`src/rtl/receive.sv`:
```
// UART receive engine: 2-flop Rx synchroniser, bit-centre sampling FSM and
// processor-facing data/status registers (RxRDY, perr, ferr, ovf).
module receive #(
  parameter int unsigned K_W = 19
) (
  input  logic           clk,
  input  logic           rst,
  input  logic           Rx,
  input  logic [K_W-1:0] k,
  input  logic           eight,
  input  logic           parity_en,
  input  logic           ohel,
  input  logic           clr_rdy,
  output logic [7:0]     data,
  output logic           RxRDY,
  output logic           perr,
  output logic           ferr,
  output logic           ovf
);

  localparam int unsigned BC_W = 4;

  typedef enum logic [2:0] {
    S_IDLE, S_START, S_DATA, S_PARITY, S_STOP, S_LATCH
  } state_t;

  state_t          state_q, state_d;
  logic            rx_m_q, rx_s_q;
  logic [K_W-1:0]  btc_q, btc_d;
  logic [BC_W-1:0] bitcnt_q, bitcnt_d;
  logic [K_W-1:0]  k_q, k_d;
  logic            eight_q, eight_d, pen_q, pen_d, ohel_q, ohel_d;
  logic [7:0]      sh_q, sh_d;
  logic            pbit_q, pbit_d, stop_q, stop_d;
  logic            line_hi_q, line_hi_d;
  logic [7:0]      data_q, data_d;
  logic            rdy_q, rdy_d, perr_q, perr_d, ferr_q, ferr_d, ovf_q, ovf_d;

  logic            full_c, half_c;
  logic [7:0]      byte_c;

  assign full_c = (btc_q == k_q);
  assign half_c = (btc_q == (k_q >> 1));
  // 7-bit frames land in sh_q[7:1]; right-align with data[7]=0
  assign byte_c = eight_q ? sh_q : {1'b0, sh_q[7:1]};

  always_ff @(posedge clk or posedge rst) begin
    if (rst) begin
      rx_m_q    <= 1'b1;
      rx_s_q    <= 1'b1;
      state_q   <= S_IDLE;
      btc_q     <= '0;
      bitcnt_q  <= '0;
      k_q       <= '0;
      eight_q   <= 1'b0;
      pen_q     <= 1'b0;
      ohel_q    <= 1'b0;
      sh_q      <= '0;
      pbit_q    <= 1'b0;
      stop_q    <= 1'b1;
      line_hi_q <= 1'b1;
      data_q    <= '0;
      rdy_q     <= 1'b0;
      perr_q    <= 1'b0;
      ferr_q    <= 1'b0;
      ovf_q     <= 1'b0;
    end else begin
      rx_m_q    <= Rx;
      rx_s_q    <= rx_m_q;
      state_q   <= state_d;
      btc_q     <= btc_d;
      bitcnt_q  <= bitcnt_d;
      k_q       <= k_d;
      eight_q   <= eight_d;
      pen_q     <= pen_d;
      ohel_q    <= ohel_d;
      sh_q      <= sh_d;
      pbit_q    <= pbit_d;
      stop_q    <= stop_d;
      line_hi_q <= line_hi_d;
      data_q    <= data_d;
      rdy_q     <= rdy_d;
      perr_q    <= perr_d;
      ferr_q    <= ferr_d;
      ovf_q     <= ovf_d;
    end
  end

  always_comb begin
    state_d   = state_q;
    btc_d     = btc_q;
    bitcnt_d  = bitcnt_q;
    k_d       = k_q;
    eight_d   = eight_q;
    pen_d     = pen_q;
    ohel_d    = ohel_q;
    sh_d      = sh_q;
    pbit_d    = pbit_q;
    stop_d    = stop_q;
    line_hi_d = line_hi_q | rx_s_q;
    data_d    = data_q;
    rdy_d     = rdy_q;
    perr_d    = perr_q;
    ferr_d    = ferr_q;
    ovf_d     = ovf_q;

    if (clr_rdy) begin
      rdy_d = 1'b0;
      ovf_d = 1'b0;
    end

    case (state_q)
      S_IDLE: begin
        btc_d    = '0;
        bitcnt_d = '0;
        // line_hi_q blocks retrigger while a break holds the line low
        if (!rx_s_q && line_hi_q) begin
          state_d = S_START;
          k_d     = k;
          eight_d = eight;
          pen_d   = parity_en;
          ohel_d  = ohel;
        end
      end
      S_START: begin
        if (half_c) begin
          btc_d   = '0;
          state_d = rx_s_q ? S_IDLE : S_DATA;
        end else begin
          btc_d = btc_q + K_W'(1);
        end
      end
      S_DATA: begin
        if (full_c) begin
          btc_d    = '0;
          sh_d     = {rx_s_q, sh_q[7:1]};
          bitcnt_d = bitcnt_q + BC_W'(1);
          if (bitcnt_q == (eight_q ? BC_W'(7) : BC_W'(6)))
            state_d = pen_q ? S_PARITY : S_STOP;
        end else begin
          btc_d = btc_q + K_W'(1);
        end
      end
      S_PARITY: begin
        if (full_c) begin
          btc_d   = '0;
          pbit_d  = rx_s_q;
          state_d = S_STOP;
        end else begin
          btc_d = btc_q + K_W'(1);
        end
      end
      S_STOP: begin
        if (full_c) begin
          btc_d   = '0;
          stop_d  = rx_s_q;
          state_d = S_LATCH;
        end else begin
          btc_d = btc_q + K_W'(1);
        end
      end
      S_LATCH: begin
        data_d  = byte_c;
        perr_d  = pen_q & (pbit_q != ((^byte_c) ^ ohel_q));
        ferr_d  = ~stop_q;
        rdy_d   = 1'b1;
        ovf_d   = clr_rdy ? 1'b0 : (ovf_q | rdy_q);
        state_d = S_IDLE;
        if (!stop_q) line_hi_d = 1'b0;
      end
      default: state_d = S_IDLE;
    endcase
  end

  assign data  = data_q;
  assign RxRDY = rdy_q;
  assign perr  = perr_q;
  assign ferr  = ferr_q;
  assign ovf   = ovf_q;

endmodule

```
`config.mk`:
```
export PLATFORM = sky130hd
export DESIGN_NAME = receive
export DESIGN_NICKNAME = d
export VERILOG_FILES = /design/src/rtl/receive.sv
export SDC_FILE = /design/constraint.sdc
export NUM_CORES = 1
export LEC_CHECK = 0
export CORE_ASPECT_RATIO = 0.6
export CORE_UTILIZATION = 47
export CTS_CLUSTER_SIZE = 12
export DETAILED_ROUTE_END_ITERATION = 8
export GPL_TIMING_DRIVEN = 1
export PLACE_DENSITY = 0.68
export SLEW_MARGIN = 20
export SYNTH_ARGS = -nofsm -noshare
export SYNTH_HDL_FRONTEND = slang
export SYNTH_SLANG_ARGS = --single-unit
```
`constraint.sdc`:
```
create_clock -name clk -period 2.85 [get_ports clk]
set_input_delay 0.285 -clock clk [delete_from_list [all_inputs] [get_ports clk]]
set_output_delay 0.285 -clock clk [all_outputs]
set_load 0.02 [all_outputs]
```
; Word-level counts from Yosys, hierarchy flattened
; Cells that the tools add are included.
[word_totals]
regBits = 73
out_inout_bits = 12
in_bits = 26
[classes]
n_eq_ne = 15
n_bitwise = 5
mux = 22
n_addsub = 2
n_reduce_logical = 14
[op_table]
columns = op, count
row1 = case mux 19 bit (3 select lines), 1
row2 = 2-to-1 mux 19 bit, 2
row3 = 2-to-1 mux 3 bit, 7
row4 = "adder 19 x 1 -> 19 bit, second input constant", 1
row5 = equality test 19 x 18 -> 1 bit, 1
row6 = equality test 19 bit, 1
row7 = case mux 3 bit (5 select lines), 1
row8 = "inequality test 2 bit, second input constant", 6
row9 = AND reduction 2 bit, 5
row10 = 2-to-1 mux 8 bit, 1
row11 = case mux 4 bit (2 select lines), 1
row12 = parity 8 bit, 1
row13 = 2-to-1 mux 1 bit, 7
row14 = "equality test 3 x 2 -> 1 bit, second input constant", 2
row15 = "equality test 3 bit, second input constant", 2
row16 = AND reduction 6 bit, 1
row17 = "adder 4 x 1 -> 4 bit, second input constant", 1
row18 = equality test 4 x 3 -> 1 bit, 1
row19 = 2-to-1 mux 4 bit, 1
row20 = nonzero test 2 bit, 2
row21 = "equality test 3 x 1 -> 1 bit, second input constant", 1
row22 = logical NOT 3 bit, 1
row23 = nonzero test 3 bit, 1
row24 = OR reduction 3 bit, 1
row25 = 8 further kinds, 9

; Longest topological paths before layout
; Gate-level depths: netlist of run 1.
[logic_depth]
word_depth = 5
depth_mapped = 9

; Worst setup path before layout of run 1
; No wires, ideal clock.
[synth_path]
path_type = reg2reg
from = register btc_q[5]
to = register state_q[0]
path_stages_with_launch = 9
setup_time_ps = 127
synth_period_minus_slack_ps = 2038
arrival_ps = 1910
path_slack_ps = 812
n_path_buf = 2
path_cell_list = dfrtp_1 buf_4 xnor2_2 nand4_1 nor4_4 a22o_1 buf_6 and2_4 mux2_1
[synth_via]
elab_chain_cells = 3
word_cells_on_any_way = 7
[synth_lines]
columns = item, line_no
row1 = start: declaration, 29  ; logic [K_W-1:0] btc_q, btc_d;
row2 = start signal: assignment, 71  ; btc_q <= btc_d;
row3 = equality test 19 x 18 -> 1 bit / equality test 19 bit (equally long branches), "43, 42"
row4 = inequality test 2 bit (no line), -
row5 = AND reduction 6 bit (no line) *, -
row6 = end signal: assignment, 70  ; state_q <= state_d;
row7 = end: declaration, 27  ; state_t state_q, state_d;
; Every way passes the cells marked *; elsewhere a longest branch is shown, timed or not.
; A chain may end at the register's enable or synchronous reset.

; Final worst setup path of run 1
[layout_path]
from = register btc_q[11]
to = register state_q[0]
; The elaborated chain is that of the path after synthesis.

==> flow_metrics.tcl, run 1 <==
set metrics [dict create \
    outcome "complete, no violations" \
    finalWirelength_um 8660 \
    period_needed_ps 2460 \
    first_pass_iters 4 \
    clock_latency_ps 340 \
    cts_tree "built" \
    routabilityCongestion 0.997 \
    cts_max_path_buffers 2 \
    area_growth_pct 18.0 \
    yosys_warnings 0 \
    synth_nets 401 \
    fin_tns_setup_ps 0 \
    numCtsBuffers 9 \
    cp_max_fo 11 \
    muxShareOfSynthArea 0.115 \
    p_leak_nw 2.03 \
    initial_core_util 0.493 \
    ir_worst_vdd_mv 0.544 \
    cts_max_level 3 \
    synth.distinct_cells 53 \
    die_w_um 120 \
    drv_slew 0 \
    vias 2806 \
    die_area_mm2 0.00875 \
    diodes 0 \
    final_cells 514 \
    synth_flop_cell "dfrtp_1" \
    overflow 0 \
    track_usage 0.224 \
    worstPathRequired_ps 3060 \
    viasPerCell 5.46 \
    drive_gt1_frac 0.148 \
    syn_area_per_cell_um2 10.5 \
    rows 25 \
    synth-simple-area-share 0.150 \
    initialDrtViolationCount 251 \
    synthAdderAreaFrac 0.00636 \
    dp_cells 498 \
    synth_edf_count 0 \
    antenna_found_initial 0 \
    final_cell_mix "69 x dfrtp_1, 42 x nand2_1, 37 x clkdlybuf4s50_1" \
    max_freq_ghz 0.406 \
    end_kind "register" \
    cts_sinks 73 \
    syn_inst 373 \
    finClkSkew_ps 7.33 \
    slew_headroom 0.495 \
    cts_hold_buffers 0 \
    fin_ws_ps 390 \
    synth_top_family_by_area "simple AND/OR/NAND/NOR gates" \
    ys_ff_latch 73 \
    cts.repair.resized 0 \
    cap_violations 0 \
    path_clk_slew_ps 60 \
    netlist_area_mm2 0.00393 \
    ant_nets 0 \
    synthArstFlopShare 1.00 \
    drc 0 \
    ys_seq_area_frac 0.466 \
    cp-start-kind "register" \
    rsz0062_at_grt "no" \
    hold_class "primary input to async pin" \
    tightest_slew_ps 755 \
    criticalPathCategory "register to register" \
    timing.final.crit_share 0.863 \
    cts_root_buffer "clkbuf_16" \
    synth_xor_area_frac 0.113 \
    dieHeight_um 72.9 \
    hold_viol 0 \
    setup_viol 0 \
    grt_pass1_vias 2703 \
    grt_start_max_net_pins 33 \
    port-buffer-count 37 \
    final_common_cell "dfrtp_1" \
    core-area_mm2 0.00798 \
    power_density_mw_per_mm2 745 \
    wl_per_cell_um 16.9 \
    synth_compound_area_frac 0.106 \
    dpl.hpwl_um 6420 \
    grt_pass1_wl_um 14500 \
    fin_nets 429 \
    io_pins 38 \
    dp_slack_ps 474 \
    post_cts_buffers 0 \
    cp_data_arrival_time_ps 2670 \
]
[sequential cells by signal, indices dropped and copies added, names as in the netlist]
register / count
pbit_q: 1
line_hi_q: 1
btc_q: 19
eight_q: 1
sh_q: 8
RxRDY: 1
rx_m_q: 1
bitcnt_q: 4
rx_s_q: 1
ohel_q: 1
stop_q: 1
pen_q: 1
state_q: 3
ovf: 1
k_q: 19
perr: 1
data: 8
ferr: 1
[worst max-delay path: stages (launching register included)]
cell     delay (ps)
dfrtp_1         480
xor2_1          210
nor4_1          440
nand4_1         260
o21ai_4         370
and2_4          260
mux2_1          320
[final timing paths]
path | startpoint | endpoint | slack [ps] | depth (start not counted)
max in group asynchronous | rst | stop_q | 1680 | 3
worst min-delay path | rst | sh_q[7] | 310 | 2
worst max-delay path | btc_q[11] | state_q[0] | 390 | 6
worst max register to register | btc_q[11] | state_q[0] | 390 | 6
worst min register to register | rx_m_q | rx_s_q | 360 | 0
min in group clk | rx_m_q | rx_s_q | 360 | 0
[synth_stat cells (all sizes together), types with 3 or more instances]
| library cell | instances | area [um2] |
|---|---|---|
| or3 | 5 | 31.3 |
| a22o | 3 | 26.3 |
| xor2 | 24 | 210 |
| o211ai | 3 | 22.5 |
| nand4 | 10 | 62.6 |
| xnor2 | 26 | 235 |
| mux2i | 8 | 80.1 |
| nand3 | 9 | 50.1 |
| mux2 | 33 | 372 |
| dfstp | 4 | 105 |
| nor3 | 4 | 25.0 |
| buf | 19 | 113 |
| o21ai | 21 | 116 |
| or2 | 4 | 25.0 |
| nand2b | 3 | 18.8 |
| o31ai | 3 | 22.5 |
| and2 | 5 | 33.8 |
| nor2 | 11 | 41.3 |
| nor2b | 3 | 18.8 |
| nand2 | 43 | 164 |
| a21o | 8 | 60.1 |
| inv | 8 | 30.0 |
| nor4 | 8 | 65.1 |
| a22oi | 8 | 60.1 |
| clkbuf | 8 | 30.0 |
| a211o | 3 | 26.3 |
| a21oi | 3 | 15.0 |
| dfrtp | 69 | 1730 |
[metal layers]
metal | vias up | wire length [um] | global-route usage
li1 | 1362 | - | -
met1 | 1352 | 4450 | 0.351
met2 | 82 | 3480 | 0.295
met3 | 10 | 647 | 0.0563
met4 | 0 | 88 | 0.0708
met5 | - | 0 | 0
[layout make-up]
type | instances | area (um2)
Fill cell | 679 | 3330
Multi-Input combinational cell | 265 | 1930
Sequential cell | 73 | 1830
Timing Repair Buffer | 44 | 423
Clock buffer | 13 | 250
Tap cell | 108 | 135
Clock inverter | 3 | 42.5
Inverter | 8 | 30.0
[power breakdown]
part	switching, mW	total, mW	internal [mW]	leakage (nW)
clock network	0.412	1.11	0.701	0.140
registers	0.301	1.52	1.22	0.951
logic	0.379	0.822	0.443	0.944
[per-stage QoR]
| step | total power [mW] | hold slack [ps] | area, um2 | utilization |
|---|---|---|---|---|
| finish | 3.46 | 314 | 4640 | 0.582 |
| global route | 3.62 | 360 | 4640 | 0.582 |
| CTS | 3.49 | 318 | 4640 | 0.582 |
| detailed placement | 2.35 | 348 | 4350 | 0.545 |
| global placement | 2.34 | 346 | 4350 | 0.545 |
| floorplan | 2.08 | 289 | 3930 | - |
[kinds of logic after synthesis]
kind of cell | count (synthesis)
mux | 41
compound gates | 60
fa+ha+maj | 2
simple gates | 112
flops | 73
xor+xnor | 50
buf+inv | 35
Note: power is estimated with default switching activity, not from simulation.
==> run 2: changes to the inputs <==
--- a/config.mk
+++ b/config.mk
@@ -9,8 +9,8 @@
 export CORE_UTILIZATION = 47
 export CTS_CLUSTER_SIZE = 12
 export DETAILED_ROUTE_END_ITERATION = 8
+export DONT_BUFFER_PORTS = 1
 export GPL_TIMING_DRIVEN = 1
-export PLACE_DENSITY = 0.68
 export SLEW_MARGIN = 20
 export SYNTH_ARGS = -nofsm -noshare
 export SYNTH_HDL_FRONTEND = slang
==> flow_metrics.tcl, run 2 (synthesis results as in run 1) <==
set metrics [dict create \
    max_freq_ghz 0.400 \
    pwr-share-comb 0.235 \
    ant_nets 0 \
    cts_max_level 3 \
    hold_class "primary input to register" \
    cts_tree "built" \
    p_leak_nw 1.90 \
    initial_core_util 0.493 \
    post_cts_buffers 0 \
    criticalPathCategory "register to register" \
    cp_data_arrival_time_ps 2720 \
    swShare 0.330 \
    cts_sinks 73 \
    io_pins 38 \
    finalWirelength_um 8560 \
    diodes 0 \
    period_needed_ps 2500 \
    vias 2696 \
    final_cell_mix "69 x dfrtp_1, 42 x nand2_1, 25 x xnor2_1" \
    fin_nets 396 \
    clock_latency_ps 340 \
    cts_hold_buffers 3 \
    antenna_found_initial 0 \
    initialDrtViolationCount 174 \
    drv_slew 0 \
    cp_top_family "simple AND/OR/NAND/NOR gates" \
    end_kind "register" \
    reg.largest.list "btc_q (19), k_q (19)" \
    grt_start_max_net_pins 28 \
    dp_slack_ps 323 \
    outcome "complete, no violations" \
    tightest_slew_ps 793 \
    rsz0062_at_grt "no" \
    viasPerCell 5.60 \
    wl_per_cell_um 17.8 \
    grt_pass1_vias 2558 \
    drc 0 \
    power_density_mw_per_mm2 775 \
    path_clk_slew_ps 60 \
    grt_pass1_wl_um 14300 \
    rrSetupSlack_ps 350 \
    path_buf_inv 0 \
    crit_chain "xnor2_1 > nand4_1 > nor4_4 > a22o_1 > and2_4 > mux2_1" \
    fin_ws_ps 350 \
    cts.repair.resized 0 \
    worstPathRequired_ps 3070 \
    p_seq_frac 0.457 \
    slowest_stage "dfrtp_1" \
    track_usage 0.220 \
    dieHeight_um 72.9 \
    die_w_um 120 \
    ir_worst_vdd_mv 0.578 \
    fin_tns_setup_ps 0 \
    cp-start-kind "register" \
    area_growth_pct 9.00 \
    cpPeakStageDelay_ps 520 \
    numCtsBuffers 9 \
    dpl.hpwl_um 6440 \
    overflow 0 \
    port-buffer-count 0 \
    slew_headroom 0.470 \
    cts_root_buffer "clkbuf_16" \
    power.total_mw 3.32 \
    timing.final.crit_share 0.877 \
    first_pass_iters 4 \
    cp_max_fo 11 \
    hold_viol 0 \
    power.internal_mw 2.23 \
    cts_max_path_buffers 2 \
    rows 25 \
    core-area_mm2 0.00798 \
    drive_gt1_frac 0.169 \
    final_common_cell "dfrtp_1" \
    p_sw_mw 1.10 \
    finClkSkew_ps 4.73 \
    routabilityCongestion 0.895 \
    die_area_mm2 0.00875 \
    setup_viol 0 \
    cap_violations 0 \
    clockPowerShare 0.308 \
]
==> run 2: power by group through the flow <==
stage	sequential [mW]	combinational [mW]	clock [mW]
floorplan	1.39	0.693	0
global placement	1.53	0.766	0
detailed placement	1.53	0.779	0
CTS	1.51	0.788	1.05
global route	1.54	0.860	1.09
finish	1.52	0.783	1.02
==> run 2: path summary, 6_finish.rpt <==
path / startpoint / endpoint / depth (start not counted)
min in group asynchronous: rst / pen_q / 2
max: btc_q[12] / state_q[0] / 6
min reg2reg: rx_m_q / rx_s_q / 0
max reg2reg: btc_q[12] / state_q[0] / 6
max in group asynchronous: rst / stop_q / 3
min: clr_rdy / RxRDY / 1
==> run 2: cell type report <==
class / count / area [um2]
clock inverter: 6 / 42.5
inverter: 8 / 30.0
sequential: 73 / 1830
fill: 721 / 3690
multi-input combinational: 265 / 1930
timing repair buffer: 11 / 90.1
tap: 108 / 135
clock buffer: 10 / 229
==> run 2: through the flow <==
step                area, um2  utilization  hold slack, ps  cells
floorplan                3930            -             289    373
global placement         3990        0.500             241    462
detailed placement       3990        0.500             240    462
CTS                      4290        0.538            31.4    481
global route             4290        0.538            27.1    481
finish                   4290        0.538            39.7    481
==> run 2: metal layers <==
metal  global-route usage  vias up  wire [um]
li1                     -     1301          -
met1                0.342     1281       4450
met2                0.278      101       3160
met3               0.0734       13        819
met4               0.0750        0        131
met5                    0        -          0
